**src/rtl/dmem_lsu.sv**
```systemverilog
// dmem_lsu: MEM-stage load/store unit. Turns byte/halfword/word accesses into
// word-aligned valid/ready bus requests with byte enables, extends load data,
// stalls the pipeline until the bus answers, and flags misalignment/timeouts.

`ifndef MEMORY_MODE_WIDTH
`define MEMORY_MODE_WIDTH 2
`endif
`ifndef BYTE_MEMORY_MODE
`define BYTE_MEMORY_MODE 2'b00
`endif
`ifndef HALFWORD_MEMORY_MODE
`define HALFWORD_MEMORY_MODE 2'b01
`endif
`ifndef WORD_MEMORY_MODE
`define WORD_MEMORY_MODE 2'b10
`endif

module dmem_lsu #(
  parameter int unsigned ADDR_WIDTH     = 32,
  parameter int unsigned TIMEOUT_CYCLES = 255
) (
  input  logic                          clk,
  input  logic                          rst,
  input  logic                          D_MEM_read,
  input  logic                          D_MEM_write,
  input  logic [`MEMORY_MODE_WIDTH-1:0] D_MEM_mode,
  input  logic                          load_unsigned,
  input  logic [ADDR_WIDTH-1:0]         addr,
  input  logic [31:0]                   wdata,
  output logic                          stall,
  output logic [31:0]                   rdata,
  output logic                          misaligned,
  output logic                          access_fault,
  output logic                          bus_req_valid,
  input  logic                          bus_req_ready,
  output logic                          bus_we,
  output logic [ADDR_WIDTH-1:0]         bus_addr,
  output logic [3:0]                    bus_be,
  output logic [31:0]                   bus_wdata,
  input  logic                          bus_rsp_valid,
  input  logic [31:0]                   bus_rsp_data,
  input  logic                          bus_rsp_err
);

  typedef enum logic [1:0] {
    IDLE     = 2'd0,
    REQ      = 2'd1,
    WAIT_RSP = 2'd2,
    DONE     = 2'd3
  } state_e;

  state_e                          state_q, state_d;
  logic [ADDR_WIDTH-1:0]           addr_q;
  logic [`MEMORY_MODE_WIDTH-1:0]   mode_q;
  logic                            uns_q;
  logic                            we_q;
  logic [3:0]                      be_q;
  logic [31:0]                     wdata_q;
  logic [31:0]                     rdata_q, rdata_d;
  logic [31:0]                     cnt_q, cnt_d;

  logic                            req;
  logic                            mis;
  logic [3:0]                      be_new;
  logic [31:0]                     wdata_new;
  logic [31:0]                     load_ext;
  logic                            timeout_hit;
  logic                            latch_en;
  logic                            stall_c;
  logic                            mis_c;
  logic                            fault_c;
  logic                            valid_c;

  assign req = D_MEM_read | D_MEM_write;
  assign timeout_hit = (TIMEOUT_CYCLES != 0) && (cnt_q == TIMEOUT_CYCLES);

  // Misalignment check, byte enables and lane-replicated store data for the incoming access
  always_comb begin
    mis       = 1'b0;
    be_new    = 4'b1111;
    wdata_new = '0;
    case (D_MEM_mode)
      `BYTE_MEMORY_MODE: begin
        be_new = 4'b0001 << addr[1:0];
        if (D_MEM_write) wdata_new = {4{wdata[7:0]}};
      end
      `HALFWORD_MEMORY_MODE: begin
        mis    = addr[0];
        be_new = 4'b0011 << addr[1:0];
        if (D_MEM_write) wdata_new = {2{wdata[15:0]}};
      end
      default: begin
        mis    = (addr[1:0] != 2'b00);
        be_new = 4'b1111;
        if (D_MEM_write) wdata_new = wdata;
      end
    endcase
  end

  // Lane selection and sign/zero extension of the returned read word
  always_comb begin
    load_ext = bus_rsp_data;
    case (mode_q)
      `BYTE_MEMORY_MODE: begin
        load_ext = {{24{~uns_q & bus_rsp_data[8*addr_q[1:0] + 7]}},
                    bus_rsp_data[8*addr_q[1:0] +: 8]};
      end
      `HALFWORD_MEMORY_MODE: begin
        if (addr_q[1])
          load_ext = {{16{~uns_q & bus_rsp_data[31]}}, bus_rsp_data[31:16]};
        else
          load_ext = {{16{~uns_q & bus_rsp_data[15]}}, bus_rsp_data[15:0]};
      end
      default: load_ext = bus_rsp_data;
    endcase
  end

  // Next-state, handshake and pulse outputs of the access FSM
  always_comb begin
    state_d  = state_q;
    cnt_d    = cnt_q;
    rdata_d  = rdata_q;
    latch_en = 1'b0;
    stall_c  = 1'b0;
    mis_c    = 1'b0;
    fault_c  = 1'b0;
    valid_c  = 1'b0;
    case (state_q)
      IDLE: begin
        if (req) begin
          if (mis) begin
            mis_c = 1'b1;
          end else begin
            stall_c  = 1'b1;
            latch_en = 1'b1;
            state_d  = REQ;
          end
        end
      end
      REQ: begin
        stall_c = 1'b1;
        valid_c = 1'b1;
        if (bus_req_ready) begin
          cnt_d   = '0;
          state_d = WAIT_RSP;
        end
      end
      WAIT_RSP: begin
        stall_c = 1'b1;
        if (cnt_q != '1) cnt_d = cnt_q + 32'd1;
        if (bus_rsp_valid) begin
          if (bus_rsp_err) fault_c = 1'b1;
          else if (!we_q)  rdata_d = load_ext;
          state_d = DONE;
        end else if (timeout_hit) begin
          fault_c = 1'b1;
          state_d = DONE;
        end
      end
      default: begin
        // Inputs seen here belong to the instruction that just completed
        state_d = IDLE;
      end
    endcase
  end

  // State, timeout counter, load result and latched request fields
  always_ff @(posedge clk) begin
    if (rst) begin
      state_q <= IDLE;
      cnt_q   <= '0;
      rdata_q <= '0;
      addr_q  <= '0;
      mode_q  <= '0;
      uns_q   <= 1'b0;
      we_q    <= 1'b0;
      be_q    <= '0;
      wdata_q <= '0;
    end else begin
      state_q <= state_d;
      cnt_q   <= cnt_d;
      rdata_q <= rdata_d;
      if (latch_en) begin
        addr_q  <= addr;
        mode_q  <= D_MEM_mode;
        uns_q   <= load_unsigned;
        we_q    <= D_MEM_write;
        be_q    <= be_new;
        wdata_q <= wdata_new;
      end
    end
  end

  // Bus fields are only presented while the request is held, so they read 0 otherwise
  always_comb begin
    bus_req_valid = valid_c;
    bus_we        = 1'b0;
    bus_addr      = '0;
    bus_be        = '0;
    bus_wdata     = '0;
    if (state_q == REQ) begin
      bus_we    = we_q;
      bus_addr  = {addr_q[ADDR_WIDTH-1:2], 2'b00};
      bus_be    = be_q;
      bus_wdata = wdata_q;
    end
  end

  assign stall        = stall_c & ~rst;
  assign misaligned   = mis_c & ~rst;
  assign access_fault = fault_c & ~rst;
  assign rdata        = rdata_q;

endmodule
```
**config.mk**
```make
export PLATFORM = sky130hd
export DESIGN_NAME = dmem_lsu
export DESIGN_NICKNAME = d
export VERILOG_FILES = /design/src/rtl/dmem_lsu.sv
export SDC_FILE = /design/constraint.sdc
export NUM_CORES = 1
export LEC_CHECK = 0
export CAP_MARGIN = 15
export CORE_UTILIZATION = 49
export CTS_BUF_LIST = sky130_fd_sc_hd__clkbuf_4
export DETAILED_ROUTE_END_ITERATION = 16
export GPL_TIMING_DRIVEN = 0
export PLACE_DENSITY = 0.91
export REMOVE_ABC_BUFFERS = 1
export SLEW_MARGIN = 30
export SYNTH_ARGS = -nofsm -noshare
export SYNTH_HDL_FRONTEND = slang
export SYNTH_SLANG_ARGS = --single-unit
```
**constraint.sdc**
```tcl
create_clock -name clk -period 3.2 [get_ports clk]
set_input_delay 0.96 -clock clk [delete_from_list [all_inputs] [get_ports clk]]
set_output_delay 0.96 -clock clk [all_outputs]
set_load 0.01 [all_outputs]
```
==> results.md, run 1 <==
Run status:
- The flow ran to the end, and the final reports show no timing, DRC or antenna violations.

Place:
- In this run the cell area measured after placement is 9160 sq um.
- The cell count after placement is 1235.
- At the end of routability-driven placement, the weighted congestion stood at 0.833.
- The post-detailed-placement half-perimeter wirelength is 14300 microns.
- In this run the tool buffered the top-level ports with 208 buffer cells.
- The placement-stage worst setup slack is -1270 ps.

Floorplanning:
- In this run the count of I/O pins placed on the die edge is 211.
- The region available for standard cell placement spans 13900 sq um.
- The chip height is 121 microns.
- Once the floorplan was initialized, standard cells occupied 50.2% of the core.
- In this run the core area contains 43 standard-cell rows.
- The die covers 14700 sq um.
- The horizontal die dimension is 121 microns.

Synth:
- The flip-flop cell with the highest count after synthesis is sky130_fd_sc_hd__dfxtp_1.
- Of all flip-flops after synthesis, the portion carrying an async set or reset was 0%.
- The cell count after synthesis is 907.
- During synthesis, Yosys emitted a total of 0 warnings.
- The mapped cell area is 6970 sq um.
- The count of cell types in the netlist is 59.
- The number of synthesized flops with an enable pin is 0.
- Sequential cells were found to cover 39.7% of the synthesized design area.
- Counting flops and latches in the post-synthesis netlist gives 138.
- Each instance of the synthesized netlist takes up on average 7.68 sq um.

Hold path:
- The kind of path behind the tightest hold check is reg2reg.

Clock network:
- The clock drives 138 sinks.
- Buffers inserted during clock tree synthesis total 17.
- In this run the clock root is driven by a sky130_fd_sc_hd__clkbuf_4.
- The clock reaches the later pin of the worst-skew pair after 570 ps.
- Clock-pin slew was measured on the worst setup and hold paths at 120 ps.
- The CTS tree is built.
- No sink is reached through more buffers than the 2 on the longest clock path.
- The number of levels in the clock H-tree is 4.

STA:
- The final-layout setup total negative slack is 0 ps.
- Timing would allow up to 313 MHz.
- The count of final max-slew check failures is 0.
- The post-route worst setup slack is 0.174 ps.
- Setup repair after global routing could not meet its margin everywhere.
- The post-route clock period utilization is 100%.
- The worst slew margin relative to its limit is 37.8%.
- The transition at the pin with the smallest max-transition slack is 906 ps.
- The clock arrives with 26.2 ps of skew.
- Final hold analysis gives a worst-case slack of 456 ps.
- The final number of hold-violating endpoints is 0.
- Setup violations remaining at the end of the flow were counted as 0.
- The time the worst path needs with I/O delays and setup is 3200 ps.

Critical path:
- At the worst endpoint, the required time is 2240 ps.
- The arrival time of data at the critical path endpoint is 2240 ps.
- The largest fanout on the critical path is 2.
- The worst register-to-register path has a setup slack of 310 ps.
- The worst setup path is of the reg2out kind.
- The worst setup path is launched from a flip-flop.
- The endpoint type of the worst setup path is an output port.

Layout:
- The final layout contains 1201 nets.
- The area taken by multi-input logic gates is 4010 sq um.
- Registers take 2790 sq um.
- The number of standard cells in the final layout excluding fillers is 1284.
- The most common library cell in the layout ignoring fill and taps is sky130_fd_sc_hd__clkdlybuf4s50_1.
- In the layout the commonest cells are sky130_fd_sc_hd__clkdlybuf4s50_1, sky130_fd_sc_hd__nand2_1, sky130_fd_sc_hd__dfxtp_1.
- The post-layout instance area is 9740 sq um.
- Relative to the synthesized area, the layout overhead comes to 39.7%.
- Counting the fill cells in the layout gives 1061.
- The core occupancy in the finished layout is 70.1%.
- Cells with a size suffix above 1 make up 10.9% of the layout.

Route:
- The final layout contains routed wiring with a total length of 21700 microns.
- In the routed layout, each cell is associated on average with a via count of 5.78.
- After detailed routing, the number of remaining DRC violations is 0.
- The number of iterations in the first detailed-routing pass is 5.
- For this block, the initial DRC count from the detailed router was 765.
- The post-route antenna net violation count is 0.
- The detailed router placed 7416 vias in this run.
- The average wire per standard cell is 16.9 microns.

Flow run:
- Max-cap violations in this run came to 0.

Global routing:
- Entering global routing, the biggest net connects 85 pins.
- The first global-routing pass estimated 34100 microns of wire.
- Global routing used 29.4% of the available tracks.
- The number of global-route vias before repair was 6805.
- The number of antenna violations at the first check in global routing is 1.
- After global routing the overflow that remains totals 0.

Power and ir drop:
- Across the VDD grid, the largest voltage drop is 0.423 mV.
- The standby leakage power is 3.53 nW.
- The design draws 4.97 mW.
- The total power divided by cell area is 510 nW/um^2.
## kinds of logic after synthesis
group | count (synthesis) | synth area share (%)
adders and majority gates | 5 | 0.898
buffers and inverters | 90 | 5.50
muxes | 22 | 3.52
other | 1 | 0.0538
xor gates and xnor gates | 2 | 0.251
and+or+nand+nor | 449 | 32.0
DFF | 138 | 39.7
AOI/OAI and AO/OA | 200 | 18.2
## synthesized netlist by cell type (7+ instances only)
library cell | count | area, sq um
sky130_fd_sc_hd__a211oi_1 | 43 | 323
sky130_fd_sc_hd__a21oi_1 | 80 | 400
sky130_fd_sc_hd__a22oi_1 | 7 | 52.6
sky130_fd_sc_hd__a31oi_1 | 7 | 43.8
sky130_fd_sc_hd__and2_1 | 68 | 425
sky130_fd_sc_hd__and3_1 | 14 | 87.6
sky130_fd_sc_hd__clkbuf_1 | 61 | 229
sky130_fd_sc_hd__dfxtp_1 | 138 | 2760
sky130_fd_sc_hd__inv_1 | 18 | 67.6
sky130_fd_sc_hd__mux2_2 | 10 | 113
sky130_fd_sc_hd__mux2i_1 | 11 | 110
sky130_fd_sc_hd__nand2_1 | 156 | 586
sky130_fd_sc_hd__nand3_1 | 22 | 110
sky130_fd_sc_hd__nand4_1 | 11 | 68.8
sky130_fd_sc_hd__nor2_1 | 77 | 289
sky130_fd_sc_hd__nor3_1 | 33 | 165
sky130_fd_sc_hd__nor4_1 | 12 | 75.1
sky130_fd_sc_hd__o211ai_1 | 10 | 75.1
sky130_fd_sc_hd__o21ai_0 | 22 | 110
sky130_fd_sc_hd__o221ai_1 | 7 | 61.3
sky130_fd_sc_hd__or3_1 | 13 | 81.3
sky130_fd_sc_hd__or4_1 | 16 | 120
## critical path: stages, from the launching register on
cell and delay, ps:
sky130_fd_sc_hd__dfxtp_4 380, sky130_fd_sc_hd__nor4_4 280, sky130_fd_sc_hd__nand4_1 180, sky130_fd_sc_hd__or4_4 520, sky130_fd_sc_hd__a21oi_4 190, sky130_fd_sc_hd__buf_6 120
## worst paths after layout
path	startpoint	end	depth (start not counted)
max	cnt_q[9]	access_fault	5
min	addr_q[29]	addr_q[29]	2
max reg2reg	state_q[0]	rdata[22]	6
min reg2reg	addr_q[29]	addr_q[29]	2
## cell type report
cell class | count | area share, %
Clock buffer | 18 | 1.39
Clock inverter | 14 | 1.35
Sequential cell | 138 | 28.6
Tap cell | 180 | 2.31
Inverter | 18 | 0.694
Antenna cell | 1 | 0.0257
Timing Repair Buffer | 235 | 24.4
Multi-Input combinational cell | 680 | 41.2
## per-layer routing
metal	up-vias	global-route usage, %	part of all wire, %
met5	-	0	0
met2	301	48.3	48
met4	0	14.2	4.0
li1	3555	-	-
met1	3489	36.3	41
met3	71	6.39	6.3
## power by group
part           leakage [nW]  switching, mW  internal (mW)
Clock                 0.138          0.655          0.458
Sequential             1.13          0.139           1.91
Combinational          2.26          0.995          0.804
Total                  3.53           1.79           3.18
## repair_timing
action / in CTS / in global routing
hold buffers: 0 / 0
pin swaps: 5 / 8
setup endpoints to repair: 71 / 59
setup buffers: 10 / 6
gates resized for setup: 56 / 18
## registers in the layout (all words and copies together), names as in the netlist
name	flops
cnt_q	32
wdata_q	32
addr_q	32
be_q	4
we_q	1
uns_q	1
rdata	32
mode_q	2
state_q	2
Note: power is estimated with default switching activity, not from simulation.
==> inputs of run 2 (changes only) <==
- CAP_MARGIN: 15 -> 20
==> results of run 2 <==
Final layout, timing and power as in run 1 (identical DEF).
==> inputs of run 3 (changes only) <==
- CORE_UTILIZATION: 49 -> 50
- CTS_CLUSTER_SIZE: unset -> 24
- PLACE_DENSITY: 0.91 -> 0.92
- clock period: 3.2 -> 4.1 ns (I/O delays scaled with it)
==> results.md, run 3 (synthesis gave the netlist of run 1 again) <==
STA:
- The count of final max-slew check failures is 0 (unchanged).
- The clock period could shrink to 4010 ps.
- The number of failing setup endpoints in the final timing report is 0 (unchanged).
- The worst slew margin relative to its limit is 39.6% (+1.8 points).
- Setup repair after global routing left no endpoint under its margin.
- The worst hold-check slack came to 455 ps (-1.37 ps).
- The setup skew after layout is 15.5 ps (-10.7 ps).
- For this run, the top clock speed supported by timing is 249 MHz.
- The final number of hold-violating endpoints is 0 (unchanged).
- The transition at the pin with the smallest max-transition slack came to 905 ps (-1.75 ps).
- Dividing the final minimum period by the clock period gives 97.9%.

Critical path:
- STA classifies the critical path endpoint as an output port.
- The largest fanout on the critical path came to 16 (+14).
- The arrival time of data at the critical path endpoint is 2780 ps (+540 ps).
- The worst setup path is of the in2out kind.
- The required arrival time at the worst endpoint is 2870 ps (+630 ps).
- The worst setup path is launched from an input pin.

Layout:
- The number of nets in the layout came to 1185 (-1.3%).
- The fill cell instance count of the final layout came to 1065 (+0.38%).
- The top cell types in the final layout, fill and taps aside, are sky130_fd_sc_hd__clkdlybuf4s50_1, sky130_fd_sc_hd__nand2_1, sky130_fd_sc_hd__dfxtp_1.
- The most common library cell in the layout ignoring fill and taps is sky130_fd_sc_hd__clkdlybuf4s50_1.
- The fraction of final layout cells sized beyond drive strength 1 is 6.62% (-4.3 points).
- The post-layout instance area is 9440 sq um (-3.0%).
- Compared with the post-synthesis result, the final layout area differs by 35.5%.

Place:
- The weighted congestion at the end of routability-driven global placement is 0.840 (+0.91%).
- The count of input and output buffers is 208 (unchanged).
- The post-detailed-placement half-perimeter wirelength came to 14200 microns (-0.87%).
- The cell area after placement is 9140 sq um (-0.30%).

Global routing:
- The first-pass GRT wire length was 33500 microns (-1.6%).
- The total overflow reported by the global router came to 0 (unchanged).
- The number of global-route vias before repair came to 6681 (-1.8%).
- The pin count of the biggest net entering global routing is 87 (+2.4%).
- The total routing resource utilization after global routing is 29.2% (-0.21 points).
- The number of antenna violations at the first check in global routing is 2 (+1).

Route:
- The post-route antenna net violation count was 0 (unchanged).
- The post-detailed-route via-to-cell ratio came to 5.76 (-0.28%).
- The number of iterations in the first detailed-routing pass came to 5 (unchanged).
- The DRC marker count from the first detailed-route iteration is 676 (-12%).
- The post-detailed-routing wire length is 20700 microns (-4.2%).
- The DRC violation count after routing is 0 (unchanged).
- The average wire per standard cell is 16.4 microns (-2.7%).
- The total via count after detailed routing was 7286 (-1.8%).

Run status:
- The flow ran to the end, and the final reports show no timing, DRC or antenna violations.

Floorplanning:
- The initial cell density of the core is 52.0% (+1.8 points).
- The chip height came to 120 microns (-0.99%).
- The number of top-level pins is 211 (unchanged).
- The horizontal die dimension is 120 microns (-0.99%).
- The standard-cell row count is 42 (-2.3%).
- The area of the core came to 13400 sq um (-3.5%).
- The die outline area came to 14400 sq um (-2.0%).

Clock network:
- The clock buffer count from CTS is 17 (unchanged).
- The deepest clock path buffer count is 2 (unchanged).
- In this run the clock root is driven by a sky130_fd_sc_hd__clkbuf_4.
- The CTS tree is built.
- The clock-pin slew on the worst setup and hold paths was 100 ps (-20 ps).
- The number of levels in the clock H-tree is 4 (unchanged).
- The clock latency of the later-clocked register in the worst-skew pair is 560 ps (about the same).
- The hold-fix buffer count after cts is 0 (unchanged).
- The number of clock sinks was 138 (unchanged).

Power and ir drop:
- The share of total power in combinational logic is 34.6% (-1.6 points).
- The standby leakage power is 3.35 nW (-5.0%).
- The net switching fraction of the power came to 35.4% (-0.59 points).
- The total power divided by cell area is 398 nW/um^2 (-22%).
- The switching power came to 1.33 mW (-26%).
- The fraction of power consumed by sequential logic was 42.7% (+1.3 points).
- The total power after layout came to 3.75 mW (-24%).
- The clock group share of total power is 22.7% (+0.3 points).
- The internal power component is 2.42 mW (-24%).
- The maximum vdd drop is 0.285 mV (-33%).

Hold path:
- In this run the worst hold path is classified as reg2reg.

Flow run:
- The max-cap violation count was 0 (unchanged).
==> run 3: changes by cell type in the layout (fill, tap and decap cells not counted), moves of 4 or more <==
cell	delta
sky130_fd_sc_hd__nor4_1	+6
sky130_fd_sc_hd__nor4_4	-4
sky130_fd_sc_hd__clkdlybuf4s50_1	+4
sky130_fd_sc_hd__buf_2	-5
sky130_fd_sc_hd__buf_4	-9
sky130_fd_sc_hd__dfxtp_1	+13
sky130_fd_sc_hd__dfxtp_2	-10
==> run 3: cell type report <==
| type | instances | area (sq um) | share of cell area [%] |
|---|---|---|---|
| well taps | 176 | 220 | 2.33 |
| repair buffers | 218 | 2210 | 23.4 |
| clock buffers | 20 | 150 | 1.59 |
| diodes | 2 | 5.00 | 0.0530 |
| multi-input cells | 681 | 3920 | 41.5 |
| inverters | 18 | 67.6 | 0.716 |
| flip-flops and latches | 138 | 2760 | 29.3 |
| clock inverters | 12 | 106 | 1.13 |
==> run 3: power groups by stage <==
| stage | Combinational (mW) | Sequential, mW | Clock, mW |
|---|---|---|---|
| global placement | 1.18 | 1.62 | 0 |
| floorplan | 0.669 | 1.61 | 0 |
| detailed placement | 1.28 | 1.63 | 0 |
| finish | 1.30 | 1.60 | 0.853 |
| global route | 1.42 | 1.63 | 0.926 |
| CTS | 1.29 | 1.60 | 0.870 |
==> run 3: worst paths after layout <==
check,from,endpoint,slack [ps],cells past startpoint
worst min-delay path,wdata_q[18],wdata_q[18],450,2
worst min register to register,wdata_q[18],wdata_q[18],450,2
worst max register to register,state_q[1],cnt_q[17],1200,6
worst max-delay path,D_MEM_mode[1],misaligned,90,5
==> run 3: stage by stage <==
step | worst slack [ps] | utilization, % | instances | setup TNS, ps
floorplan | -1370 | - | 836 | -5930
global placement | -4540 | 66.8 | 1220 | -332720
detailed placement | -1020 | 68.2 | 1228 | -1780
CTS | 0.430 | 70.4 | 1263 | 0
global route | 47.4 | 70.5 | 1265 | 0
finish | 87.9 | 70.5 | 1265 | 0
==> run 3: timing repair <==
action                                  CTS  global route
cloned                                    1             0
endpoints found under the setup margin    3             1
buffers inserted                          2             0
resized for setup                        22             1
==> run 3: worst max-delay path, cell delays in order <==
cell and delay (ps):
sky130_fd_sc_hd__buf_2 380, sky130_fd_sc_hd__a21oi_4 130, sky130_fd_sc_hd__buf_4 180, sky130_fd_sc_hd__nor4_2 270, sky130_fd_sc_hd__clkdlybuf4s50_1 590
==> run 3: metal layers <==
| layer | share of wire [%] | GRT usage, % |
|---|---|---|
| met5 | 0 | 0 |
| met4 | 3.2 | 15.9 |
| met3 | 5.9 | 5.13 |
| met2 | 49 | 48.1 |
| met1 | 42 | 35.9 |
==> RTL edit (config.mk and constraints of run 2) <==
Put a register stage on the output `access_fault`, with the module's reset. The value now appears one clock later. The other outputs are not delayed to match.
--- a/src/rtl/dmem_lsu.sv
+++ b/src/rtl/dmem_lsu.sv
@@ -208,7 +208,13 @@
 
   assign stall        = stall_c & ~rst;
   assign misaligned   = mis_c & ~rst;
-  assign access_fault = fault_c & ~rst;
+  always_ff @(posedge clk) begin
+    if (rst) begin
+      access_fault <= '0;
+    end else begin
+      access_fault <= fault_c & ~rst;
+    end
+  end
   assign rdata        = rdata_q;
 
 endmodule
Behaviour: not the same (Yosys sat finds a counterexample within 4 cycles, from zero or initial values and one cycle with rst high).
==> RTL edit against run 2 <==
Setup slack improved by 0.030 ns; non-clock buffer count fell by 8; design area is 2.3% lower; power decreased by 4.9%; sequential cell count grew 1; area after synthesis decreased by 0.48%; clock skew shrank 0.010 ns; routed wire length down 3.5%; die area decreased by 0.48%; largest power group unchanged; highest routed layer unchanged.
==> RTL edit: results (changes against run 2) <==
layout cell share with drive strength beyond 1 8.76% (was 10.9%); P_leak 3.32 nW (was 3.53 nW); top post-synthesis cells by area dfxtp_1, nand2_1, and2_1, a21oi_1, nor2_1 (was dfxtp_1, nand2_1, and2_1, a21oi_1, a211oi_1); 1st-iter DRT viols 612 (was 765); total track usage 28.5% (was 29.4%); Worst path slowest cell a211oi_4 (was or4_4); Ant. Diodes 0 (was 1); global placer's final weighted congestion 0.914 (was 0.833); hpwl dp 14.2 mm (was 14.3 mm); synthesized instance count 897 (was 907); vias in the first global route 6732 (was 6805); Worst Path Arrival 2.21 ns (was 2.24 ns); status finished, final reports clean (unchanged); P_clk 903 uW (was 1.11 mW); max incr delay on CP 0.27 ns (was 0.52 ns); Area after DPL 9170 sq um (was 9160 sq um); crit-path max FO 23 (was 2); dpl ws -1.45 ns (was -1.27 ns); met2 WL 10.1 mm (was 10.4 mm); initial antenna violation count 0 (was 1); Peak VDD IR 284 uV (was 423 uV); met2 Use GR 47.1% (was 48.3%); post-route cell area 9520 sq um (was 9740 sq um); Placed Cells 1227 (was 1235); Post-synth top cells nand2_1, dfxtp_1, a21oi_1 (unchanged); Logic pwr share 37.0% (was 36.2%); drt via density 5.75 (was 5.78); WL met3 1.35 mm (was 1.37 mm); number of fill cells 1087 (was 1061); pin count of the biggest net entering global routing 77 (was 85); M1 wire length 8.51 mm (was 8.96 mm); met1 Use GR 34.9% (was 36.3%); worst clock skew 0.0160 ns (was 0.0262 ns); Net Sw Frac 36.0% (about the same)
==> RTL edit: cell types whose count changed after synthesis, moves of 4 or more <==
cell,change
a211oi_1,-8
a22oi_1,-7
a31oi_1,+12
and3_1,-4
inv_1,-8
nand2b_1,+5
nand3b_1,+6
nor3_1,+5
o211ai_1,-6
o41ai_1,+4
or3_1,-4
or4_1,-9
==> RTL edit: path summary, 6_finish.rpt <==
path                                    start        end  slack [ns]
worst min register to register      addr_q[9]  addr_q[9]        0.46
worst min-delay path                addr_q[9]  addr_q[9]        0.46
worst max-delay path            D_MEM_mode[1]      stall        0.03
worst max register to register     state_q[0]   cnt_q[5]        0.47
==> RTL edit: layout make-up <==
cell class	instances	area [sq um]	area share, %
clock buffer	19	143	1.50
clock inverter	10	56.3	0.592
inverter	10	37.5	0.394
multi-input combinational	679	3960	41.6
sequential	139	2790	29.3
tap	180	225	2.37
timing repair buffer	227	2310	24.3
==> RTL edit: cell families after synthesis <==
group | count (synthesis) | share of synthesized area (%)
adder cells (fa/ha/maj) | 5 | 0.902
AND/OR/NAND/NOR | 444 | 31.6
flip-flops | 139 | 40.1
other | 1 | 0.0541
AO/OA/AOI/OAI | 202 | 18.7
XOR/XNOR | 3 | 0.379
buffers and inverters | 80 | 4.57
multiplexers | 23 | 3.66
==> RTL edit: worst max-delay path: cells and delay by family <==
| kind | cells | cell delay (ns) |
|---|---|---|
| buffers and inverters | 3 | 0.61 |
| and+or+nand+nor | 1 | 0.23 |
| AOI/OAI and AO/OA | 2 | 0.39 |
==> RTL edit: timing repair <==
item / CTS / global route
pin swaps: 2 / 0
setup endpoints to repair: 70 / 60
resized for setup: 37 / 9
setup buffers: 6 / 2
